### src/rtl/elevator_scan_ctrl.sv
// N-floor SCAN elevator controller: latches requests under grant, drives motor power and door.
// Optional macro ESTOP_EN adds an estop input that halts the motor and freezes the controller.
module elevator_scan_ctrl #(
    parameter int unsigned FLOORS      = 8,
    parameter int unsigned DOOR_CYCLES = 16
) (
    input  logic                      clk,
    input  logic                      rst,
`ifdef ESTOP_EN
    input  logic                      estop,
`endif
    input  logic                      grant,
    input  logic [FLOORS-1:0]         car_req,
    input  logic [FLOORS-1:0]         hall_req,
    input  logic [FLOORS-1:0]         floor_sns,
    output logic [1:0]                power,
    output logic                      door,
    output logic [$clog2(FLOORS)-1:0] cur_floor,
    output logic                      dir_up,
    output logic [FLOORS-1:0]         pending
);
    localparam int unsigned FW = $clog2(FLOORS);
    localparam int unsigned TW = $clog2(DOOR_CYCLES + 1);

    localparam logic [1:0]    PwrStop   = 2'b00;
    localparam logic [1:0]    PwrUp     = 2'b10;
    localparam logic [1:0]    PwrDown   = 2'b11;
    localparam logic [TW-1:0] DwellLoad = TW'(DOOR_CYCLES);
    localparam logic [FW-1:0] TopFloor  = FW'(FLOORS - 1);

    typedef enum logic [1:0] {StIdle, StDwell, StMoveUp, StMoveDown} state_e;

    state_e            state_q, state_d;
    logic [TW-1:0]     timer_q, timer_d;
    logic [1:0]        power_q, power_d;
    logic              door_q, door_d;
    logic              dir_up_q, dir_up_d;
    logic [FW-1:0]     cur_floor_q, cur_floor_d;
    logic [FLOORS-1:0] pending_q, pending_d;

    logic [FLOORS-1:0] req_in;
    logic              any_above, any_below;
    logic              sns_valid;
    logic [FW-1:0]     sns_idx;
    logic              start_move, go_up;

    always_comb begin : scan
        any_above = 1'b0;
        any_below = 1'b0;
        sns_idx   = '0;
        for (int i = 0; i < int'(FLOORS); i++) begin
            if (pending_q[i] && (FW'(i) > cur_floor_q)) any_above = 1'b1;
            if (pending_q[i] && (FW'(i) < cur_floor_q)) any_below = 1'b1;
            if (floor_sns[i]) sns_idx = FW'(i);
        end
        sns_valid = $onehot(floor_sns);
    end

    always_comb begin : next_state
        req_in      = grant ? (car_req | hall_req) : '0;
        state_d     = state_q;
        timer_d     = timer_q;
        power_d     = PwrStop;
        door_d      = door_q;
        dir_up_d    = dir_up_q;
        cur_floor_d = cur_floor_q;
        pending_d   = pending_q | req_in;
        start_move  = 1'b0;
        go_up       = dir_up_q;

        unique case (state_q)
            StIdle: begin
                door_d = 1'b1;
                if (pending_q[cur_floor_q]) begin
                    pending_d[cur_floor_q] = 1'b0;
                    timer_d                = DwellLoad;
                    state_d                = StDwell;
                end else if (dir_up_q ? any_above : any_below) begin
                    start_move = 1'b1;
                end else if (dir_up_q ? any_below : any_above) begin
                    start_move = 1'b1;
                    go_up      = ~dir_up_q;
                    dir_up_d   = ~dir_up_q;
                end
            end
            StDwell: begin
                // A press for the open floor extends the dwell instead of being queued.
                door_d                 = 1'b1;
                pending_d[cur_floor_q] = 1'b0;
                if (req_in[cur_floor_q]) begin
                    timer_d = DwellLoad;
                end else if (timer_q <= TW'(1)) begin
                    timer_d = '0;
                    state_d = StIdle;
                end else begin
                    timer_d = timer_q - TW'(1);
                end
            end
            StMoveUp, StMoveDown: begin
                door_d  = 1'b0;
                power_d = (state_q == StMoveUp) ? PwrUp : PwrDown;
                if (sns_valid) begin
                    cur_floor_d = sns_idx;
                    if (pending_q[sns_idx] || req_in[sns_idx]) begin
                        pending_d[sns_idx] = 1'b0;
                        power_d            = PwrStop;
                        door_d             = 1'b1;
                        timer_d            = DwellLoad;
                        state_d            = StDwell;
                    end else if (((state_q == StMoveUp) && (sns_idx == TopFloor)) ||
                                 ((state_q == StMoveDown) && (sns_idx == '0))) begin
                        power_d = PwrStop;
                        door_d  = 1'b1;
                        state_d = StIdle;
                    end
                end
            end
            default: ;
        endcase

        if (start_move) begin
            door_d  = 1'b0;
            state_d = go_up ? StMoveUp : StMoveDown;
            power_d = go_up ? PwrUp : PwrDown;
        end

`ifdef ESTOP_EN
        // Halt the motor but keep collecting requests; motion resumes from the frozen state.
        if (estop) begin
            state_d     = state_q;
            timer_d     = timer_q;
            door_d      = door_q;
            dir_up_d    = dir_up_q;
            cur_floor_d = cur_floor_q;
            power_d     = PwrStop;
            pending_d   = pending_q | req_in;
        end
`endif
    end

    always_ff @(posedge clk or posedge rst) begin
        if (rst) begin
            state_q     <= StIdle;
            timer_q     <= '0;
            power_q     <= PwrStop;
            door_q      <= 1'b1;
            dir_up_q    <= 1'b1;
            cur_floor_q <= '0;
            pending_q   <= '0;
        end else begin
            state_q     <= state_d;
            timer_q     <= timer_d;
            power_q     <= power_d;
            door_q      <= door_d;
            dir_up_q    <= dir_up_d;
            cur_floor_q <= cur_floor_d;
            pending_q   <= pending_d;
        end
    end

    assign power     = power_q;
    assign door      = door_q;
    assign cur_floor = cur_floor_q;
    assign dir_up    = dir_up_q;
    assign pending   = pending_q;

endmodule

### config.mk
export PLATFORM = sky130hd
export DESIGN_NAME = elevator_scan_ctrl
export DESIGN_NICKNAME = d
export VERILOG_FILES = /design/src/rtl/elevator_scan_ctrl.sv
export SDC_FILE = /design/constraint.sdc
export NUM_CORES = 1
export LEC_CHECK = 0
export CAP_MARGIN = 20
export CORE_ASPECT_RATIO = 0.9
export CORE_MARGIN = 1
export CORE_UTILIZATION = 54
export DETAILED_ROUTE_END_ITERATION = 7
export GPL_TIMING_DRIVEN = 0
export PLACE_DENSITY = 0.83
export SLEW_MARGIN = 10
export SYNTH_ARGS = -nofsm -noshare
export SYNTH_HDL_FRONTEND = slang
export SYNTH_SLANG_ARGS = --single-unit
### constraint.sdc
create_clock -name clk -period 5.1 [get_ports clk]
set_input_delay 1.02 -clock clk [delete_from_list [all_inputs] [get_ports clk]]
set_output_delay 1.02 -clock clk [all_outputs]
set_load 0.02 [all_outputs]
==> impl_results.md <==
- Global Route Usage Sum: 29.6%
- Placed Instances: 305
- Tcrit/Tclk final: 91.8%
- Avg WL per Cell: 15.8 um
- Total CTS buffers: 3
- DRT Pass-1 Iters: 5
- Most common cell on crit path: fa_1
- CP Cell Sequence: clkdlybuf4s50_1 > fa_1 > inv_1 > fa_1 > fa_1 > inv_1 > ha_1 > fa_1 > o21ai_0 > and3b_1 > nand2_1 > nor2_2 > a222oi_1
- DRC violations left: 0
- Worst Path Buf+Inv: 3
- Layout area overhead: 28.4%
- Slew headroom: 42.6%
- Die width: 63.0 um
- Synth Cell Area: 1810 um2
- Sequential-to-total area share from yosys stat: 30.6%
- Worst Max-Slew Pin Slew: 0.860 ns
- Vias in the first global route: 1,681
- Crit path max fanout: 8
- First-pass GRT wire length: 8.11 mm
- # IOs: 42
- Syn Nets: 260
- Dpl cell area: 2250 um2
- Layout cells sized above 1: 5.99%
- Hold Crit Class: reg -> reg
- Port Buffers: 39
- Routability congestion estimate from global placement: 0.913
- Setup TNS Final: 0 ns
- GRT overflow: 0
- Total inserted antenna cells: 0
- CP max stage cell: clkdlybuf4s50_1
- Critical path endpoint category: flop
- CP peak stage delay: 0.60 ns
- Status: completed
- CP delay by family, top: adder cells
- Period minus WS final: 4.68 ns
- Startpoint types: input pin
- Area fraction of the dominant cell type after synthesis: 27.7%
- Clock transition at the registers of the reported paths: 0.09 ns
- Asr flop ratio synth: 100%
- Fillers: 271
- Post-layout nets: 304
- Clk_skew: 0.00905 ns
- Met2 wire len: 2.20 mm
- Final setup viols: 0
- Most common flop cell mapped by yosys: dfrtp_1
- Flip-flop and latch count after synthesis: 22
- Largest net degree at the start of global routing: 23
- Die height: 56.9 um
- Setup repair after global routing missed its margin: false
- Number of max-cap violations: 0
- Layout Utilization: 74.6%
- R2r setup slk: 2.58 ns
- Clock Sinks: 22
- Fin. max-slew vios: 0
- CP required: 5.23 ns
- Mean post-synth cell area: 8.07 um2
- Synth area leaders: dfrtp_1, nor2_1, a21oi_1, mux2i_1, o21ai_0
- Worst EP arrival: 4.81 ns
- Top routing layer in use: met4
- Iteration-0 DRC Markers: 200
- CTS tree: yes
- Non-filler cells, final: 309
- Die area: 3580 um2
- PwrDens: 496 nW/um2
- Final Cell Area: 2320 um2
- Final WL: 4.87 mm
- Maximum root-to-sink buffer count: 2
- Netlist cell types: 54
- Ys Warns: 0
- Final antenna-violating net count: 0
- Clk Latency, worst-skew pair: 0.27 ns
- Resized cells post-CTS: 0
- CTS root buf: clkbuf_8
- Fmax: 214 MHz
- H-Tree Depth: 1
- Leakage: 0.00100 uW
- # rows: 19
- Top post-synthesis cells by count: nor2_1, inv_1, a21oi_1, dfrtp_1, o21ai_0
- Antenna violations before repair: 0
- Synth area leader: dfrtp_1
- Setup CP Type: in -> reg
- Core Region: 3110 um2
- DP HPWL: 3.71 mm
- VDD IR max: 0.337 mV
- Fin. Hold Viols: 0
- Post-CTS Setup Bufs: 0
- CTS Hold Bufs: 0
- Mapped Cells: 224
- Number of flops mapped to enable cells by yosys: 0
- Metal-1 WL: 2.30 mm
- Initial Util: 58.1%
- Vias after detailed routing: 1,816
- Most frequent cell after synthesis: nor2_1
- Vias/cell: 5.88
- Routed wl met3: 309 um
## worst reg2reg max path: stages (launching register included)
cell and delay, ns:
dfrtp_1 0.35, clkbuf_1 0.41, inv_1 0.19, a211oi_1 0.21, a2bb2oi_1 0.35, nor2_1 0.09
or2_2 0.30, nor2_1 0.32, a221oi_1 0.16
## routing by layer
layer  GRT usage, %  vias up
li1               -      904
met1           42.2      841
met2           45.9       62
met3           5.08        9
met4           7.97        0
met5              0        -
## final timing paths
path | start | endpoint | cells past startpoint
setup reg to reg | cur_floor[0] | pending[2] | 8
min in group asynchronous | rst | timer_q[2] | 2
max in group asynchronous | rst | pending[7] | 2
hold reg to reg | timer_q[1] | timer_q[1] | 1
hold / removal | timer_q[1] | timer_q[1] | 1
setup / recovery | floor_sns[3] | pending[6] | 13
## where the power goes
part           internal, uW  total (uW)  switching, uW
Combinational           291         657            366
Clock                   105         167           61.7
Sequential              248         328           79.7
## kinds of logic (layout without fill, tap and decap cells)
| logic type | count (synthesis) | count (layout) | share of synthesized area, % |
|---|---|---|---|
| AOI/OAI and AO/OA | 79 | 79 | 30.0 |
| xor gates and xnor gates | 1 | 1 | 0.485 |
| adders and majority gates | 9 | 9 | 7.89 |
| buffers and inverters | 31 | 74 | 6.92 |
| DFF | 22 | 22 | 30.6 |
| muxes | 9 | 9 | 4.98 |
| and+or+nand+nor | 73 | 73 | 19.1 |
## placed cells by master (no fill, tap or decap), drive strengths merged, types with 5 or more instances in the layout
master / count
nor2: 30
inv: 24
nor3: 10
a21oi: 22
clkbuf: 7
clkdlybuf4s50: 39
nand2: 13
o21ai: 18
dfrtp: 20
ha: 5
mux2i: 9
## through the flow
| step | hold slack, ns | power, uW | worst slack (ns) |
|---|---|---|---|
| floorplan | 0.501 | 761 | 1.01 |
| global placement | 0.531 | 967 | 0.191 |
| detailed placement | 0.530 | 978 | 0.180 |
| CTS | 0.553 | 1150 | 0.438 |
| global route | 0.597 | 1240 | 0.177 |
| finish | 0.552 | 1150 | 0.418 |
## sequential cells by signal, summed over array words and instances (netlist names)
name	cells
door	1
pending	8
state_q	2
dir_up	1
timer_q	5
cur_floor	3
power	2
## area by class of cell
class	instances	area [um2]	area share [%]
clock buffer	3	41.3	1.78
timing repair buffer	39	390	16.8
multi-input combinational	171	1130	48.7
sequential	22	553	23.8
buffer	7	35.0	1.51
inverter	24	90.1	3.88
tap	42	52.6	2.26
clock inverter	1	30.0	1.29
(Power assumes the default switching activity.)
